## src/rtl/seg7_mux_scan_if.sv

```systemverilog
// Bundle between a character source and the seven-segment scan driver.
// The source side drives characters and controls; the driver side returns pins.
interface seg7_mux_scan_if #(
    parameter int N_DIGITS = 4,
    parameter int BW       = 8
);
    logic [4*N_DIGITS-1:0] chars;
    logic [N_DIGITS-1:0]   dp_in;
    logic [N_DIGITS-1:0]   digit_en;
    logic [BW-1:0]         brightness;
    logic [6:0]            display;
    logic                  dp;
    logic [N_DIGITS-1:0]   an;
    logic                  frame_start;

    modport master (
        output chars, dp_in, digit_en, brightness,
        input  display, dp, an, frame_start
    );

    modport slave (
        input  chars, dp_in, digit_en, brightness,
        output display, dp, an, frame_start
    );
endinterface

```

## src/rtl/seg7_mux_scan.sv

```systemverilog
// N-digit seven-segment scan driver with frame-synchronous shadowing,
// dead time, per-digit enables, PWM brightness and leading-zero blanking.
module seg7_mux_scan #(
    parameter int N_DIGITS       = 4,
    parameter int DIV            = 250,
    parameter int DEAD           = 4,
    parameter int AN_ACTIVE_LOW  = 1,
    parameter int SEG_ACTIVE_LOW = 1,
    parameter int LZB            = 0,
    parameter int BW             = $clog2(DIV - DEAD + 1)
) (
    input logic           clk,
    input logic           reset,
    seg7_mux_scan_if.slave bus
);
    localparam int CW   = $clog2(DIV);
    localparam int SW   = (N_DIGITS > 1) ? $clog2(N_DIGITS) : 1;
    localparam int SPAN = DIV - DEAD;

    localparam logic [CW-1:0] CYC_MAX  = CW'(DIV - 1);
    localparam logic [SW-1:0] SLOT_MAX = SW'(N_DIGITS - 1);
    localparam logic          AN_INV   = (AN_ACTIVE_LOW != 0);
    localparam logic          SEG_INV  = (SEG_ACTIVE_LOW != 0);
    localparam logic [N_DIGITS-1:0] AN_OFF = {N_DIGITS{AN_INV}};

    logic [CW-1:0]         cyc;
    logic [SW-1:0]         slot;
    logic [4*N_DIGITS-1:0] sh_chars;
    logic [N_DIGITS-1:0]   sh_dp;
    logic [N_DIGITS-1:0]   sh_en;
    logic                  frame_start_q;
    logic [N_DIGITS-1:0]   an_q;
    logic [6:0]            disp_q;
    logic                  dp_q;

    logic                  slot_end;
    logic                  load;
    logic [N_DIGITS-1:0]   lz_blank;
    logic                  lead_zone;
    logic [3:0]            code;
    logic [6:0]            seg;
    logic                  lit;
    logic                  dp_lit;
    logic [31:0]           rel;
    logic [31:0]           lim;
    logic [N_DIGITS-1:0]   an_next;

    assign slot_end = (cyc == CYC_MAX);
    assign load     = slot_end && (slot == SLOT_MAX);

    // Blank from the top digit down until the first real glyph; digit 0 always shows.
    always_comb begin
        lz_blank  = '0;
        lead_zone = 1'b1;
        for (int i = N_DIGITS - 1; i >= 0; i--) begin
            if (sh_chars[4*i +: 4] inside {[4'd1:4'd11]})
                lead_zone = 1'b0;
            if (LZB != 0 && i != 0 && lead_zone)
                lz_blank[i] = 1'b1;
        end
    end

    always_comb begin
        code = 4'd12;
        if (sh_en[slot] && !lz_blank[slot])
            code = sh_chars[{slot, 2'b00} +: 4];
    end

    always_comb begin
        case (code)
            4'd0:    seg = 7'b1111110;
            4'd1:    seg = 7'b0110000;
            4'd2:    seg = 7'b1101101;
            4'd3:    seg = 7'b1111001;
            4'd4:    seg = 7'b0110011;
            4'd5:    seg = 7'b1011011;
            4'd6:    seg = 7'b1011111;
            4'd7:    seg = 7'b1110000;
            4'd8:    seg = 7'b1111111;
            4'd9:    seg = 7'b1111011;
            4'd10:   seg = 7'b0000001;
            4'd11:   seg = 7'b1000111;
            default: seg = 7'b0000000;
        endcase
    end

    // On-window after the dead time, clamped to the usable part of the slot.
    always_comb begin
        rel = 32'(cyc) - 32'(DEAD);
        lim = (32'(bus.brightness) > 32'(SPAN)) ? 32'(SPAN)
                                                : 32'(bus.brightness);
        lit = (32'(cyc) >= 32'(DEAD)) && (rel < lim) && sh_en[slot];
        an_next = lit ? (N_DIGITS'(1) << slot) : '0;
        dp_lit  = sh_dp[slot] && sh_en[slot];
    end

    always_ff @(posedge clk or posedge reset) begin
        if (reset) begin
            cyc           <= '0;
            slot          <= '0;
            frame_start_q <= 1'b0;
            sh_chars      <= {N_DIGITS{4'hC}};
            sh_dp         <= '0;
            sh_en         <= '0;
            an_q          <= AN_OFF;
            disp_q        <= {7{SEG_INV}};
            dp_q          <= SEG_INV;
        end else begin
            if (slot_end) begin
                cyc  <= '0;
                slot <= (slot == SLOT_MAX) ? '0 : slot + SW'(1);
            end else begin
                cyc <= cyc + CW'(1);
            end
            frame_start_q <= load;
            if (load) begin
                sh_chars <= bus.chars;
                sh_dp    <= bus.dp_in;
                sh_en    <= bus.digit_en;
            end
            an_q   <= an_next ^ AN_OFF;
            disp_q <= seg ^ {7{SEG_INV}};
            dp_q   <= dp_lit ^ SEG_INV;
        end
    end

    assign bus.an          = an_q;
    assign bus.display     = disp_q;
    assign bus.dp          = dp_q;
    assign bus.frame_start = frame_start_q;
endmodule
```

## src/flat_wrapper.sv

```systemverilog
// flat-port wrapper written by rule: the top's interface ports become plain ports
module seg7_mux_scan_flat 
#(
    parameter int N_DIGITS       = 4,
    parameter int DIV            = 250,
    parameter int DEAD           = 4,
    parameter int AN_ACTIVE_LOW  = 1,
    parameter int SEG_ACTIVE_LOW = 1,
    parameter int LZB            = 0,
    parameter int BW             = $clog2(DIV - DEAD + 1)
)
  (clk, reset, bus_chars, bus_dp_in, bus_digit_en, bus_brightness, bus_display, bus_dp, bus_an, bus_frame_start);
  seg7_mux_scan_if #(.N_DIGITS(N_DIGITS), .BW(BW)) bus_i ();
  input logic clk;
  input logic reset;
  input wire logic [$bits(bus_i.chars)-1:0] bus_chars;
  input wire logic [$bits(bus_i.dp_in)-1:0] bus_dp_in;
  input wire logic [$bits(bus_i.digit_en)-1:0] bus_digit_en;
  input wire logic [$bits(bus_i.brightness)-1:0] bus_brightness;
  output wire logic [$bits(bus_i.display)-1:0] bus_display;
  output wire logic [$bits(bus_i.dp)-1:0] bus_dp;
  output wire logic [$bits(bus_i.an)-1:0] bus_an;
  output wire logic [$bits(bus_i.frame_start)-1:0] bus_frame_start;
  assign bus_i.chars = bus_chars;
  assign bus_i.dp_in = bus_dp_in;
  assign bus_i.digit_en = bus_digit_en;
  assign bus_i.brightness = bus_brightness;
  assign bus_display = bus_i.display;
  assign bus_dp = bus_i.dp;
  assign bus_an = bus_i.an;
  assign bus_frame_start = bus_i.frame_start;
  seg7_mux_scan #(.N_DIGITS(N_DIGITS), .DIV(DIV), .DEAD(DEAD), .AN_ACTIVE_LOW(AN_ACTIVE_LOW), .SEG_ACTIVE_LOW(SEG_ACTIVE_LOW), .LZB(LZB), .BW(BW)) u_core (.clk(clk), .reset(reset), .bus(bus_i));
endmodule
```

## config.mk

```make
export PLATFORM = sky130hd
export DESIGN_NAME = seg7_mux_scan_flat
export DESIGN_NICKNAME = d
export VERILOG_FILES = /design/src/rtl/seg7_mux_scan_if.sv /design/src/rtl/seg7_mux_scan.sv /design/src/flat_wrapper.sv
export SDC_FILE = /design/constraint.sdc
export NUM_CORES = 1
export LEC_CHECK = 0
export CAP_MARGIN = 20
export CORE_UTILIZATION = 40
export CTS_CLUSTER_SIZE = 10
export DETAILED_ROUTE_END_ITERATION = 8
export DONT_BUFFER_PORTS = 1
export PLACE_DENSITY = 0.55
export SLEW_MARGIN = 20
export SYNTH_ARGS = -nofsm -noshare
export SYNTH_HDL_FRONTEND = slang
export SYNTH_SLANG_ARGS = --single-unit
```

## constraint.sdc

```tcl
create_clock -name clk -period 2.3 [get_ports clk]
set_input_delay 0.46 -clock clk [delete_from_list [all_inputs] [get_ports clk]]
set_output_delay 0.46 -clock clk [all_outputs]
set_load 0.01 [all_outputs]
```

==> impl_metrics.py, run 1 <==
metrics = {
    "outcome": {
        "status": "complete, no violations",
    },
    "flow_run": {
        "max-cap-violations": 0,
    },
    "layout": {
        "area_growth_pct": 15.21,
        "fin_area_um2": 2910,
        "fillerInstances": 540,
        "diodes": 0,
        "drive_above_1_share_pct": 40.34,
        "final_util_pct": 48.58,
        "fin_nets": 289,
        "multiInputGateArea_um2": 1255,
        "seq_area_um2": 1201,
    },
    "synthesis": {
        "synth_nets": 266,
        "synth.most_common_cell": "dfrtp_1",
        "syn_area_per_cell_um2": 12.09,
        "synth_seq_area_share_pct": 47.55,
        "yosys.area.top_type_share_pct": 26.75,
        "synth_seq_cells": 47,
        "ys_async_sr_fraction_pct": 100.0,
        "synth_area_um2": 2526,
        "synth_area_leaders": "dfrtp_1, dfstp_2, ha_1",
        "yosysTopAreaCell": "dfrtp_1",
        "synth_cells": 209,
        "synth_flop_cell": "dfrtp_1",
        "synth_cell_types": 39,
        "synth-edff-count": 0,
        "yosysWarnings": 0,
        "synth_common_cells": "dfrtp_1, mux2_2, ha_1",
    },
    "route": {
        "viasPerCell": 5.081,
        "wirelength_um": 4642,
        "antenna_left": 0,
        "vias": 1565,
        "first_pass_iters": 4,
        "drt_iter0_markers": 41,
        "post_drt_wl_per_cell_um": 15.07,
        "drc": 0,
    },
    "pwr": {
        "clkPwrFrac_pct": 38.3,
        "power.leakage_nw": 1.310,
        "swShare_pct": 23.15,
        "comb_power_share_pct": 7.3,
        "power_switching_uw": 379.4,
        "irDropWorstVdd_uv": 277.5,
        "seq_power_share_pct": 54.5,
        "power_density_nw_per_um2": 563.1,
        "intPower_mw": 1.260,
    },
    "setup_path": {
        "worst-path-buf-inv": 3,
        "worstSetupEndpointType": "flip-flop",
        "worstSetupStartpointType": "flip-flop",
        "worstPathRequired_ps": 2520,
        "critical_path.top_delay_family": "simple AND/OR/NAND/NOR gates",
        "slowest_delay_ps": 400,
        "path_class": "flip-flop to flip-flop",
        "crit_chain": "inv_2 > ha_4 > inv_2 > or3_4 > xnor2_2 > ha_1 > nand4_1 > nor2_2 > a2111oi_2 > buf_4 > nand3_1",
        "crit_top_cell": "inv_2",
        "crit_fanout": 4,
        "arrival_ps": 2500,
        "r2r-start": "u_core.cyc[2]",
        "critPathSlowestCell": "dfrtp_1",
        "cp-startpoint": "u_core.cyc[2]",
    },
    "sta": {
        "max_freq_mhz": 439.5,
        "min_period_ps": 2275,
        "rsz0062_at_grt": "true",
        "slew_headroom_pct": 70.16,
        "whs_ps": 34.92,
        "layout_setup_ws_ps": 24.94,
        "setup_viol": 0,
        "finClkSkew_ps": 8.883,
        "hold_viol": 0,
        "post-route-period-util_pct": 98.92,
        "worstMarginPinSlew_ps": 446.9,
        "drv_slew": 0,
        "final.setup.tns_ps": 0,
    },
    "global_routing": {
        "grt_overflow": 0,
        "grt_usage_pct": 15.04,
        "grt_antenna_before_repair": 0,
        "grt_max_degree": 26,
        "grt_pass1_vias": 1595,
        "grt_pass1_wl_um": 7396,
    },
    "placed_design": {
        "pre_cts_ws_ps": 6.012,
        "dp_hpwl_um": 3506,
        "globalplace.congestion": 0.7478,
        "dpl-instance-area_um2": 2714,
        "portBuffers": 0,
    },
    "clock_tree": {
        "clk_path_buf_depth": 2,
        "cts_num_sinks": 47,
        "insertion_delay_ps": 310,
        "htree_levels": 2,
        "cts_tree": "built",
        "cts_inserted_buffers": 5,
        "cts-root-buf": "clkbuf_8",
        "cts.clk_slew.worst_paths_ps": 90,
        "holdBufCountCts": 0,
    },
    "floorplanning": {
        "dieHeight_um": 81.47,
        "io_pins": 47,
        "start_util_pct": 42.17,
        "fp-row-count": 28,
        "die-area_um2": 6637,
        "fp.dieW_um": 81.47,
        "core_area_um2": 5991,
    },
    "hold_path": {
        "min_path_type": "input port to async pin",
    },
}
[path summary, 6_finish.rpt]
path | slack [ps] | to | depth (start not counted)
max in group asynchronous | 1650 | u_core.sh_chars[2] | 2
min in group clk | 300 | u_core.sh_chars[9] | 1
setup reg to reg | 20 | u_core.bus.an[2] | 11
hold / removal | 30 | u_core.cyc[1] | 1
hold reg to reg | 510 | u_core.sh_chars[0] | 1
setup / recovery | 20 | u_core.bus.an[2] | 11
[power groups by stage]
stage | Clock (mW) | Sequential, mW | Combinational [mW]
finish | 0.627 | 0.892 | 0.119
global route | 0.683 | 0.898 | 0.136
CTS | 0.656 | 0.894 | 0.116
detailed placement | 0 | 0.909 | 0.116
global placement | 0 | 0.907 | 0.114
floorplan | 0 | 0.902 | 0.0900
[sequential cells by signal (all words and copies together), names as in the netlist]
name / cells
u_core.sh_chars: 16
u_core.bus.dp: 1
u_core.cyc: 8
u_core.bus.display: 7
u_core.sh_dp: 4
u_core.bus.an: 4
u_core.bus.frame_start: 1
u_core.sh_en: 4
u_core.slot: 2
[layout make-up]
class | count | area share [%]
Multi-Input combinational cell | 136 | 43.12
Sequential cell | 47 | 41.27
Tap cell | 75 | 3.224
Timing Repair Buffer | 23 | 5.933
Clock inverter | 3 | 1.634
Clock buffer | 5 | 2.365
Inverter | 19 | 2.451
[metrics by stage]
stage	cells	power (mW)
final	308	1.639
after CTS	304	1.666
after global placement	296	1.021
after global routing	308	1.717
after detailed placement	296	1.024
after floorplan	209	0.9924
[routing by layer]
layer  routed length, µm  track usage [%]  vias up
met5                   0                0        -
met1                2285            20.83      733
li1                    -                -      777
met3                 268            4.000        7
met4                  76            6.429        0
met2                2012            22.00       48
[logic make-up (layout without fill, tap and decap cells)]
kind of cell	Yosys count	in the layout	share of synthesized area [%]
DFF	47	47	47.55
xor gates and xnor gates	10	10	3.467
muxes	33	33	17.88
AOI/OAI and AO/OA	23	23	6.340
and+or+nand+nor	47	47	8.619
adders and majority gates	23	23	11.39
buffers and inverters	26	50	4.754
[layout by cell type, fill, tap and decap left out, types with 5 or more instances in the layout]
cell type  Yosys  final
a21oi_1        6      6
buf_4          1     23
clkbuf_8       0      5
dfrtp_1       27     27
dfstp_2       20     20
ha_1          23     22
inv_1         18     14
inv_2          1      5
mux2_2        24     24
nand2_1       10     10
nand3_1        7      5
nor2_1        16     15
o21ai_0        6      6
xor2_1         6      6
[repair_timing]
action	4_1_cts	5_1_grt
setup endpoints to repair	0	4
setup buffers	0	4
resized for setup	0	12
Note: power is estimated with default switching activity, not from simulation.
==> run 2, diff against run 1 <==
CTS_CLUSTER_SIZE = 12   (was 10)
==> results of run 2 <==
Final layout, timing and power as in run 1 (identical DEF).
